[src/rtl/riscv_pkg.sv]
// rtl/riscv_pkg.sv - shared constants and IF/ID record type for the pipelined core
package riscv_pkg;
   localparam int PC_W = 9;
   localparam int INS_W = 32;
   localparam logic [31:0] NOP_INSTR = 32'h00000013;

   typedef struct packed {
      logic             valid;
      logic [INS_W-1:0] instr;
      logic [PC_W-1:0]  pc;
      logic [PC_W-1:0]  pc_plus4;
   } if_id_t;
endpackage

[src/rtl/pipe_reg.sv]
// rtl/pipe_reg.sv - pipeline register with async reset value, enable and sync flush
module pipe_reg #(
   parameter int W = 8,
   parameter logic [W-1:0] RST_VAL = '0
) (
   input  logic         clk,
   input  logic         reset,
   input  logic         en,
   input  logic         flush,
   input  logic [W-1:0] flush_val,
   input  logic [W-1:0] d,
   output logic [W-1:0] q
);
   // Flush beats enable so a squash is never held off by a stall.
   always_ff @(posedge clk or posedge reset) begin
      if (reset)
         q <= RST_VAL;
      else if (flush)
         q <= flush_val;
      else if (en)
         q <= d;
   end
endmodule

[src/rtl/if_stage.sv]
// rtl/if_stage.sv - instruction-fetch stage: PC register, imem handshake, IF/ID register
module if_stage #(
   parameter int PC_W = riscv_pkg::PC_W,
   parameter int INS_W = riscv_pkg::INS_W,
   parameter logic [PC_W-1:0] RESET_PC = '0,
   parameter logic [INS_W-1:0] NOP_INSTR = INS_W'(riscv_pkg::NOP_INSTR)
) (
   input  logic             clk,
   input  logic             reset,
   input  logic             stall,
   input  logic             redirect,
   input  logic [PC_W-1:0]  redirect_pc,
   output logic             imem_req,
   output logic [PC_W-1:0]  imem_addr,
   input  logic             imem_gnt,
   input  logic [INS_W-1:0] imem_rdata,
   output logic             id_valid,
   output logic [INS_W-1:0] id_instr,
   output logic [PC_W-1:0]  id_pc,
   output logic [PC_W-1:0]  id_pc_plus4,
   output logic             misaligned
);
   import riscv_pkg::*;

   // Same layout as riscv_pkg::if_id_t, but sized by this instance's parameters.
   typedef struct packed {
      logic             valid;
      logic [INS_W-1:0] instr;
      logic [PC_W-1:0]  pc;
      logic [PC_W-1:0]  pc_plus4;
   } if_id_p_t;

   localparam if_id_p_t IF_ID_RST = '{valid: 1'b0, instr: NOP_INSTR, pc: '0, pc_plus4: '0};

   logic [PC_W-1:0] pc;
   logic [PC_W-1:0] pc_plus4;
   logic            mis_q;
   if_id_p_t        if_id_q;
   if_id_p_t        if_id_d;
   if_id_p_t        if_id_bubble;

   assign pc_plus4  = pc + PC_W'(4);
   assign imem_addr = pc;
   assign imem_req  = ~stall | redirect;

   // A bubble keeps the last id_pc/id_pc_plus4 and only kills valid/instr.
   always_comb begin
      if_id_bubble       = if_id_q;
      if_id_bubble.valid = 1'b0;
      if_id_bubble.instr = NOP_INSTR;
      if (imem_gnt)
         if_id_d = '{valid: 1'b1, instr: imem_rdata, pc: pc, pc_plus4: pc_plus4};
      else
         if_id_d = if_id_bubble;
   end

   pipe_reg #(
      .W       ($bits(if_id_p_t)),
      .RST_VAL (IF_ID_RST)
   ) u_if_id (
      .clk       (clk),
      .reset     (reset),
      .en        (~stall),
      .flush     (redirect),
      .flush_val (if_id_bubble),
      .d         (if_id_d),
      .q         (if_id_q)
   );

   always_ff @(posedge clk or posedge reset) begin
      if (reset) begin
         pc    <= RESET_PC;
         mis_q <= 1'b0;
      end else if (redirect) begin
         pc    <= {redirect_pc[PC_W-1:2], 2'b00};
         mis_q <= |redirect_pc[1:0];
      end else begin
         mis_q <= 1'b0;
         if (!stall && imem_gnt)
            pc <= pc_plus4;
      end
   end

   assign id_valid    = if_id_q.valid;
   assign id_instr    = if_id_q.instr;
   assign id_pc       = if_id_q.pc;
   assign id_pc_plus4 = if_id_q.pc_plus4;
   assign misaligned  = mis_q;
endmodule

[config.mk]
export PLATFORM = sky130hd
export DESIGN_NAME = if_stage
export DESIGN_NICKNAME = d
export VERILOG_FILES = /design/src/rtl/riscv_pkg.sv /design/src/rtl/pipe_reg.sv /design/src/rtl/if_stage.sv
export SDC_FILE = /design/constraint.sdc
export NUM_CORES = 1
export LEC_CHECK = 0
export BUFFER_PORTS_ARGS = -buffer_cell sky130_fd_sc_hd__buf_2
export CORE_UTILIZATION = 40
export CTS_CLUSTER_DIAMETER = 30
export DETAILED_ROUTE_END_ITERATION = 8
export PLACE_DENSITY = 0.71
export SYNTH_ARGS = -nofsm -noshare
export SYNTH_HDL_FRONTEND = slang
export SYNTH_HIERARCHICAL = 1
export SYNTH_SLANG_ARGS = --single-unit
[constraint.sdc]
create_clock -name clk -period 1.64 [get_ports clk]
set_clock_uncertainty 0.1 [all_clocks]
set_input_delay 0.164 -clock clk [delete_from_list [all_inputs] [get_ports clk]]
set_output_delay 0.164 -clock clk [all_outputs]
set_load 0.02 [all_outputs]
# Yosys cells after proc, flatten, opt, wreduce, memory -nomap -nowiden
# Cells that the tools add are included.
# W data, S select, Z words.
totals:
  regBits: 61
  latchBits: 0
  ram_bits: 0
  romBits: 0
  input_bits: 46
  out_inout_bits: 62
  n_memories: 0
classes:
  add_sub_neg: 1
  multipliers: 0
  n_div: 0
  n_lt_le_gt_ge: 0
  n_eq_ne: 1
  n_shift: 0
  mux: 6
  bitwise: 3
  n_reduce_logical: 5
ops:
  columns: ["op", "count"]
  rows:
  - ["$mux W51", 3]
  - ["$mux W9", 2]
  - ["$add A9 B3 Y9 const B", 1]
  - ["$reduce_and A3 Y1", 1]
  - ["$ne A2 B1 Y1 const B", 1]
  - ["$not A1 Y1", 2]
  - ["$reduce_bool A2 Y1", 1]
  - ["$reduce_or A2 Y1", 1]
  - ["$logic_and A1 B1 Y1", 1]
  - ["$logic_not A1 Y1", 1]
  - ["$mux W1", 1]
  - ["$or A1 B1 Y1", 1]

# Depth between registers and ports, before layout
logic_depth:
  depth_word: 4
  ltp_mapped: 6

# Hierarchy
# The synthesis kept the hierarchy.
modules_own_cells:
  columns: ["module", "n_inst", "cells_per_inst", "area_each_um2"]
  rows:
  - ["pipe_reg", 1, 222, 2379.8]
  - ["if_stage", 1, 126, 934.6]

# Worst setup path after synthesis
# OpenSTA, ideal clock, no wires.
synth_path:
  path_kind: "reg-to-reg"
  start: "register pc[2] (netlist: imem_addr[2])"
  end: "register u_if_id.q[8]"
  t_arrival_ps: 1512
  t_required_ps: 1464
  slack_ps: -48
  stages_incl_launch_ff: 7
  n_path_buf: 0
  synth_period_minus_slack_ps: 1688
  path_cell_list: "dfrtp_1 > ha_1 > inv_1 > or3_1 > a31oi_1 > mux2i_1 > o21ai_1"
synth_between:
  elab_chain_cells: 1
synth_lines:
  columns: ["item", "line_no", "source"]
  rows:
  - ["start, declared", "if_stage.sv:35", "logic [PC_W-1:0] pc;"]
  - ["start signal, assigned", "if_stage.sv:75", "pc <= {redirect_pc[PC_W-1:2], 2'b00};"]
  - ["start signal, assigned", "if_stage.sv:80", "pc <= pc_plus4;"]
  - ["$add A9 B3 Y9", "if_stage.sv:42", "assign pc_plus4 = pc + PC_W'(4);"]
  - ["end signal, assigned", "pipe_reg.sv:19", "q <= flush_val;"]
  - ["end, declared", "pipe_reg.sv:12", "output logic [W-1:0] q"]
# Every way passes these cells.
# A chain may end at the register's enable or synchronous reset.

# Worst setup path after layout
layout_path:
  start: "register pc[2] (netlist: imem_addr[2])"
  end: "register u_if_id.q[6]"
# The elaborated chain is that of the path after synthesis.

==> results.tsv <==
metric	value	unit
design.die.area	8650	um^2
cts.htree.levels	3	
die_x	93.0	um
clock-root-buffer	clkbuf_8	
wl_met2	3.50	mm
rsz0062_at_grt	true	
grt_pass1_vias	2652	
status	completed	
wl_met1	3.46	mm
powerDensity	943	nW/um^2
p_total	4.08	mW
antenna_found_initial	0	
io_buffer_count	105	
start_kind	flop	
wl_per_cell	12.5	um
whs	0.0540	ns
slowest_stage	dfrtp_2	
report.final.hold_viol_count	0	
grt_util_all_layers	18.2	%
ys_seq_area_share	44.7	%
ir_worst_vdd	0.577	mV
grt_remaining_overflow	0	
synthFlopType	dfrtp_1	
yosys_warnings	6	
diodes	0	
clk_latency	0.33	ns
vias_per_cell	4.67	
fin_nets	541	
cts_tree	done	
holdPathEnd	imem_addr[7]	
maxSlewViolCount	0	
hold_class	in -> reg	
num_rows	32	
reg2reg_depth	7	
vias	2807	
coreArea	7890	um^2
p_leak	2.22	nW
rrSetupSlack	0.05	ns
cp_data_arrival_time	1.68	ns
die_y	93.0	um
hp-start	redirect_pc[7]	
reg2reg_from	imem_addr[2]	
ys_types	32	
start_util	42.0	%
place_ws	0.0309	ns
routed.top_layer	met4	
crit_required	1.73	ns
setup_viol	0	
cp_slowest_stage_delay	0.42	ns
worstReg2RegEnd	u_if_id/q[6]	
path_max_fanout	4	
crit_buf_inv	1	
endpoint_kind	flop	
ant_nets	0	
area_growth	30.6	%
final_cells	601	
path_clk_slew	0.07	ns
synth_edf_count	0	
min_period	1.59	ns
wirelength	7.50	mm
wl_met3	506	um
clock-sinks	59	
crit_chain	ha_2, buf_4, nand3_1, xor2_1, a21oi_1, mux2i_1, o21ai_1	
dp_cells	574	
hpwl	5.12	mm
maxCapViolations	0	
setup_slack	0.0545	ns
drc	0	
syn_area_per_cell	9.52	um^2
ys_ff_latch	59	
cp_top_family	flip-flops	
syn-cell-area	3310	um^2
cts_buffer_depth	2	
period_share	96.7	%
fmax	0.631	GHz
gp_congestion	0.825	
critPathKind	reg -> reg	
fillers	724	
cts_buffers	9	
grt_pass1_wl	12.3	mm
hold_depth	3	
pin_count	108	
firstDrtPassIters	4	
async_flop_share	100	%
syn_inst	348	
drt_iter0_drc	72	
layout-drive-gt1-share	31.1	%
grt_max_degree	52	
[area by class of cell]
cell class              count  area, um^2  area share, %
flip-flops and latches     59        1490           34.3
multi-input cells         288        1740           40.2
clock inverters             3        40.0          0.925
repair buffers            130         763           17.6
well taps                 102         128           2.95
inverters                   6        22.5          0.520
clock buffers              13         149           3.44
[kinds of logic (layout without fill, tap and decap cells)]
| logic type | Yosys count | count (layout) | share of synthesized area [%] |
|---|---|---|---|
| muxes | 61 | 61 | 18.7 |
| DFF | 59 | 59 | 44.7 |
| AOI/OAI and AO/OA | 66 | 66 | 10.4 |
| and+or+nand+nor | 120 | 120 | 17.7 |
| adders and majority gates | 1 | 1 | 0.377 |
| buffers and inverters | 34 | 152 | 6.64 |
| other | 2 | 35 | 0.227 |
| xor gates and xnor gates | 5 | 5 | 1.32 |
[repair_timing]
action	CTS	global route
resized for setup	0	3
setup endpoints to repair	0	3
endpoints found under the hold margin	63	0
hold buffers	9	0
buffers inserted	0	2
[cells in the final DEF (no fill, tap or decap), drive strengths merged, types with 4 or more instances in the layout]
| master | count |
|---|---|
| nand3 | 6 |
| and2 | 29 |
| nor2b | 5 |
| nand2b | 4 |
| inv | 6 |
| mux2 | 8 |
| nor2 | 8 |
| nand2 | 60 |
| conb | 35 |
| buf | 121 |
| dfrtp | 56 |
| mux2i | 53 |
| or4 | 4 |
| dlygate4sd3 | 9 |
| o21ai | 56 |
| clkbuf | 13 |
[cells in the mapped netlist, types with 5 or more instances]
cell type,number,share of area (%)
o21ai_1,50,7.6
and2_1,29,5.5
buf_8,5,2.3
mux2i_1,53,16
o21ai_0,6,0.91
buf_2,11,1.7
dfrtp_1,56,42
nor2b_1,5,0.94
nand3_1,5,0.75
mux2_2,8,2.7
inv_1,6,0.68
nand2_1,60,6.8
nor2_1,8,0.91
clkbuf_1,7,0.79
[worst register-to-register path, cell delays in order (launching register included)]
cell	delay [ns]
dfrtp_2	0.42
ha_2	0.20
buf_4	0.14
nand3_1	0.08
xor2_1	0.14
a21oi_1	0.09
mux2i_1	0.18
o21ai_1	0.09
[worst max-delay path by stage]
stage / endpoint / cells past startpoint / startpoint / slack, ns
2_1_floorplan: u_if_id/q[8] / 6 / imem_addr[3] / -0.02
3_3_place_gp: u_if_id/q[8] / 6 / imem_addr[3] / 0.11
3_5_place_dp: u_if_id/q[6] / 7 / imem_addr[3] / 0.03
4_1_cts: u_if_id/q[6] / 7 / imem_addr[3] / 0.02
5_1_grt: u_if_id/q[6] / 7 / imem_addr[2] / -0.01
6_report: u_if_id/q[6] / 7 / imem_addr[2] / 0.05
[power by group]
group          internal (mW)  switching (mW)
Combinational          0.425           0.611
Clock                  0.740           0.553
Sequential              1.62           0.128
[layer usage]
metal / GRT usage, % / vias up
met5: 0 / -
met4: 5.00 / 0
met3: 5.53 / 4
met2: 29.8 / 93
met1: 23.2 / 1274
li1: - / 1436
[sequential cells by signal, summed over array words and instances (netlist names)]
name,count
imem_addr,7
misaligned,1
u_if_id/q,51
[metrics by stage]
stage               setup TNS [ns]  instance area, um^2  utilization [%]
finish                           0                 4330             54.9
global route               -0.0143                 4330             54.9
CTS                              0                 4310             54.6
detailed placement               0                 4030             51.1
global placement                 0                 4030             51.1
floorplan                  -0.0199                 3440                -
Power figures use the tool's default switching activity.
